[src/rtl/evict_wb_drain.sv]
// Write-back eviction buffer drain: line FIFO with coalescing, newest-first lookup
// and a one-line-at-a-time pmem writer.
//
// state | meaning
// IDLE  | no request outstanding; latches head line when buffer is non-empty
// WRITE | pmem_write held with latched head line until pmem_resp
module evict_wb_drain #(
    parameter int DEPTH = 4
) (
    input  logic                   clk,
    input  logic                   reset_n,
    input  logic                   evict_write,
    input  logic [15:0]            evict_address,
    input  logic [127:0]           evict_wdata,
    output logic                   evict_ready,
    input  logic [15:0]            lookup_address,
    output logic                   lookup_hit,
    output logic [127:0]           lookup_rdata,
    output logic                   pmem_write,
    output logic [15:0]            pmem_address,
    output logic [127:0]           pmem_wdata,
    input  logic                   pmem_resp,
    output logic                   empty,
    output logic [$clog2(DEPTH):0] count
);
    localparam int AW = $clog2(DEPTH);
    localparam int CW = AW + 1;

    typedef enum logic {IDLE, WRITE} state_t;

    state_t          state, next_state;
    logic [DEPTH-1:0] valid;
    logic [11:0]     tags [DEPTH];
    logic [127:0]    data [DEPTH];
    logic [AW-1:0]   head, tail;
    logic            enq, alloc, pop, load;
    logic            co_hit;
    logic [AW-1:0]   co_idx;
    logic            unused_bits;

    assign unused_bits = ^{evict_address[3:0], lookup_address[3:0]};

    assign evict_ready = (count < CW'(DEPTH));
    assign empty       = (count == '0);
    assign enq         = evict_write && evict_ready;
    assign alloc       = enq && !co_hit;

    // Only one non-head copy of a tag can exist, so the first match is the match.
    always_comb begin
        co_hit = 1'b0;
        co_idx = '0;
        for (int i = 0; i < DEPTH; i++) begin
            if (valid[i] && tags[i] == evict_address[15:4] && AW'(i) != head) begin
                co_hit = 1'b1;
                co_idx = AW'(i);
            end
        end
    end

    // Walk from head towards tail so the newest matching copy wins.
    always_comb begin
        logic [AW-1:0] idx;
        idx          = '0;
        lookup_hit   = 1'b0;
        lookup_rdata = '0;
        for (int i = 0; i < DEPTH; i++) begin
            idx = head + AW'(i);
            if (valid[idx] && tags[idx] == lookup_address[15:4]) begin
                lookup_hit   = 1'b1;
                lookup_rdata = data[idx];
            end
        end
    end

    always_ff @(posedge clk or negedge reset_n) begin
        if (!reset_n) begin
            valid <= '0;
            head  <= '0;
            tail  <= '0;
            count <= '0;
        end else begin
            if (pop) begin
                valid[head] <= 1'b0;
                head        <= head + 1'b1;
            end
            if (alloc) begin
                valid[tail] <= 1'b1;
                tail        <= tail + 1'b1;
            end
            count <= count + CW'(alloc) - CW'(pop);
        end
    end

    always_ff @(posedge clk) begin
        if (alloc) begin
            tags[tail] <= evict_address[15:4];
            data[tail] <= evict_wdata;
        end else if (enq) begin
            data[co_idx] <= evict_wdata;
        end
    end

    always_ff @(posedge clk or negedge reset_n) begin
        if (!reset_n) begin
            pmem_address <= '0;
            pmem_wdata   <= '0;
        end else if (load) begin
            pmem_address <= {tags[head], 4'b0000};
            pmem_wdata   <= data[head];
        end
    end

    always_ff @(posedge clk or negedge reset_n) begin
        if (!reset_n) state <= IDLE;
        else          state <= next_state;
    end

    always_comb begin
        next_state = state;
        pmem_write = 1'b0;
        pop        = 1'b0;
        load       = 1'b0;
        case (state)
            IDLE: begin
                if (count != '0) begin
                    load       = 1'b1;
                    next_state = WRITE;
                end
            end
            WRITE: begin
                pmem_write = 1'b1;
                if (pmem_resp) begin
                    pop        = 1'b1;
                    next_state = IDLE;
                end
            end
            default: next_state = IDLE;
        endcase
    end
endmodule

[config.mk]
export PLATFORM = sky130hd
export DESIGN_NAME = evict_wb_drain
export DESIGN_NICKNAME = d
export VERILOG_FILES = /design/src/rtl/evict_wb_drain.sv
export SDC_FILE = /design/constraint.sdc
export NUM_CORES = 2
export LEC_CHECK = 0
export ABC_AREA = 1
export BUFFER_PORTS_ARGS = -buffer_cell sky130_fd_sc_hd__buf_2
export CORE_MARGIN = 3
export CORE_UTILIZATION = 40
export DETAILED_ROUTE_END_ITERATION = 10
export PLACE_DENSITY = 0.64
export SLEW_MARGIN = 40
export SYNTH_ARGS = -nofsm -noshare
export SYNTH_HDL_FRONTEND = slang
export SYNTH_SLANG_ARGS = --single-unit
[constraint.sdc]
create_clock -name clk -period 8.3 [get_ports clk]
set_input_delay 1.245 -clock clk [delete_from_list [all_inputs] [get_ports clk]]
set_output_delay 1.245 -clock clk [all_outputs]
set_load 0.1 [all_outputs]
==> run_results.csv <==
group,metric,value,unit
cells_and_area,fin_area,0.0492,mm^2
clocking,cts.repair.resized,0,
power_and_ir_drop,power_density,388,mW/mm^2
power_and_ir_drop,ir_drop,0.499,mV
global_routing,grt-ovfl-total,0,
min_path,hold_path_class,"register to register",
drt,routedWlPerCell,18.6,um
timing,post-route-min-period,6.82,ns
worst_setup_path,r2r_end,"data[3][89]$_DFFE_PP_",
power_and_ir_drop,p_leak,0.0240,uW
clocking,cts_setup_buffers,0,
synth,ys_top_cells_by_area,"edfxtp_1 39%, nand2_1 18%, o21ai_0 11%",
worst_setup_path,crit_fanout,128,
timing,hold_viol,0,
synth,yosys.cell_types.count,35,
drt,vias,39300,
timing,fmax,147,MHz
die,die_h,335,um
worst_setup_path,cp-end-kind,"output pin",
drt,drt-pass1-iter-count,6,
timing,drv_slew,0,
clocking,htreeDepth,3,
synth,ys_seq_area_share,47.6,%
global_routing,track_usage,24.6,%
clocking,cts_tree,"yes",
worst_setup_path,cp.required,7.05,ns
synth,netlist_area,0.0433,mm^2
worst_setup_path,rrSetupSlack,4.06,ns
synth,yosys.area.top_type_share,38.8,%
clocking,hold_buffers,0,
place,io_buffer_count,430,
worst_setup_path,cpPeakStageDelay,0.68,ns
worst_setup_path,crit_chain,"inv_4, ha_4, inv_8, nand3_1, nand3_1, nand2_1, nor2_1, nand2_1, nor2_4, buf_12, nand3_1, nand2_1, inv_1, nand2_1, nand2_1, nand2_1, buf_2",
worst_setup_path,critPathMostFrequentCell,"nand2_1",
worst_setup_path,worstPathArrival,5.57,ns
drt,drc,0,
clocking,clockBufferDepth,3,
synth,synth-seq-cells,712,
place,placed_cell_area,0.0464,mm^2
synth,syn_inst,5895,
global_routing,grt_pass1_wl,212000,um
run,cap_violations,0,
drt,drtIter0Drc,3357,
synth,avgSynthCellArea,7.35,um^2
synth,synth_edf_count,560,
worst_setup_path,cp.depth,17,
die,num_io_pins,443,
global_routing,antenna_found_initial,31,
cells_and_area,area_growth,13.7,%
global_routing,grt_pass1_vias,36500,
synth,yosys.area.top_type,"edfxtp_1",
worst_setup_path,crit_type,"register to output pin",
drt,viasPerCell,5.20,
cells_and_area,nets,6257,
power_and_ir_drop,power,19100,uW
synth,synth.most_common_cell,"nand2_1",
timing,fin_skew,0.0304,ns
timing,finalSetupViolations,0,
timing,grt_setup_unrepaired,"false",
clocking,worstSkewPairLatency,0.66,ns
global_routing,grt_max_degree,283,
synth,synthArstFlopShare,21.3,%
timing,slew_headroom,39.3,%
min_path,hp-start,"pmem_wdata[62]$_DFFE_PN0P_",
die,die_w,335,um
clocking,cts-root-buf,"clkbuf_16",
clocking,cts-buffers-inserted,84,
die,core_area,0.107,mm^2
worst_setup_path,cp_num_buf_inv,5,
place,place_congestion,0.914,
drt,drt_wl_total,141000,um
worst_setup_path,critPathSlowestCell,"buf_12",
run_status,status,"finished clean",
die,dieArea,0.112,mm^2
clocking,clkTransAtPathRegs,0.06,ns
worst_setup_path,r2r_start,"head[0]$_DFFE_PN0P_",
synth,synth_ff_type,"edfxtp_1",
clocking,cts_sinks,712,
worst_setup_path,r2r_cells,17,
drt,postRouteAntennaNets,0,
timing,period_share,82.1,%
die,std_cell_rows,120,
worst_setup_path,crit_start,"head[0]$_DFFE_PN0P_",
synth,synthTopCellsByCount,"2109 x nand2_1, 934 x o21ai_0, 705 x inv_1, 560 x edfxtp_1, 517 x nand3_1",
die,initial_utilization,40.4,%
synth,yosysWarningCount,0,
worst_setup_path,path_delay_family,"buffers and inverters",
cells_and_area,layout-drive-gt1-share,10.5,%
timing,worst_slew_pin_slew,0.911,ns
worst_setup_path,cp-endpoint,"lookup_rdata[98]",
place,hpwl,83500,um
worst_setup_path,cp-start-kind,"register",
## worst reg2reg max path: stages (launching register included)
cell and delay [ns]:
dfrtp_4 0.68, buf_6 0.54, ha_1 0.29, inv_1 0.06, nand3_1 0.10, nor2_1 0.05
nand2_1 0.07, nor2_1 0.06, nand2_1 0.07, nand2_1 0.10, inv_1 0.07, nand2_1 0.06
nand2_1 0.06, nand2_1 0.04, nand2_1 0.20, inv_1 0.11, nor2_4 0.49, buf_4 0.77
## final cells by class
cell class	instances	area [um^2]
fillers	10600	58000
flip-flops and latches	712	20600
multi-input cells	4081	18400
repair buffers	494	3050
inverters	709	2690
clock buffers	122	2360
well taps	1403	1760
clock inverters	35	358
diodes	17	42.5
## cell families (layout without fill, tap and decap cells)
group / after synthesis / in the layout / synth area share (%)
buffers and inverters: 1105 / 1360 / 10.3
adders and majority gates: 11 / 11 / 0.335
AOI/OAI and AO/OA: 962 / 962 / 11.2
DFF: 712 / 712 / 47.6
xor gates and xnor gates: 21 / 21 / 0.425
muxes: 128 / 128 / 2.96
and+or+nand+nor: 2955 / 2955 / 27.2
other: 1 / 21 / 0.00866
## per-layer routing
| metal | global-route usage, % | up-vias | wire length (um) |
|---|---|---|---|
| met3 | 4.30 | 373 | 11200 |
| met4 | 11.7 | 16 | 5890 |
| met5 | 0 | - | 103 |
| met1 | 30.4 | 18100 | 57100 |
| li1 | - | 19400 | - |
| met2 | 41.6 | 1502 | 66500 |
## how the worst min path moves through the flow
stage                                              to  slack [ns]  depth (start not counted)
after global placement     pmem_wdata[31]$_DFFE_PN0P_        0.46                          2
final                      pmem_wdata[62]$_DFFE_PN0P_        0.47                          2
after global routing       pmem_wdata[65]$_DFFE_PN0P_        0.49                          2
after floorplan                    valid[2]$_DFF_PN0_        0.49                          2
after detailed placement   pmem_wdata[91]$_DFFE_PN0P_        0.46                          2
after CTS                 pmem_wdata[120]$_DFFE_PN0P_        0.48                          2
## state kept, by name, summed over array words and instances, names as in the netlist
name,count
pmem_address,12
data,512
tags,48
state,1
head,2
count,3
tail,2
pmem_wdata,128
valid,4
## through the flow
step | utilization, % | setup WS [ns] | setup TNS [ns] | std cells | hold slack [ns]
3_3_place_gp | 43.0 | 1.69 | 0 | 7386 | 0.457
5_1_grt | 45.9 | 1.17 | 0 | 7565 | 0.489
2_1_floorplan | - | -0.00884 | -1.13 | 5898 | 0.493
6_report | 45.9 | 1.48 | 0 | 7573 | 0.471
4_1_cts | 45.8 | 1.43 | 0 | 7554 | 0.475
3_5_place_dp | 43.3 | 2.20 | 0 | 7397 | 0.460
## placed cells by master (no fill, tap or decap), types with 7 or more instances in the layout
| cell | Yosys | layout |
|---|---|---|
| nor2_1 | 315 | 305 |
| dfrtp_1 | 152 | 151 |
| o21ai_0 | 934 | 934 |
| buf_12 | 0 | 14 |
| edfxtp_1 | 560 | 560 |
| diode_2 | 0 | 17 |
| clkbuf_16 | 0 | 85 |
| o22ai_1 | 10 | 10 |
| nand2_1 | 2109 | 2106 |
| clkbuf_1 | 177 | 28 |
| nand3_1 | 517 | 517 |
| buf_2 | 114 | 429 |
| o21ai_1 | 7 | 7 |
| nor2_4 | 0 | 13 |
| inv_6 | 0 | 8 |
| xor2_1 | 13 | 13 |
| ha_1 | 10 | 9 |
| clkbuf_8 | 0 | 10 |
| buf_4 | 32 | 30 |
| mux2i_1 | 128 | 128 |
| buf_6 | 7 | 8 |
| xnor2_1 | 8 | 8 |
| clkinv_2 | 0 | 11 |
| inv_1 | 705 | 703 |
| buf_16 | 0 | 9 |
## power breakdown
part | switching [uW] | internal, uW
registers | 348 | 4620
logic | 8000 | 2460
clock network | 1520 | 2140
No activity file was read; power rests on OpenSTA's default activity.
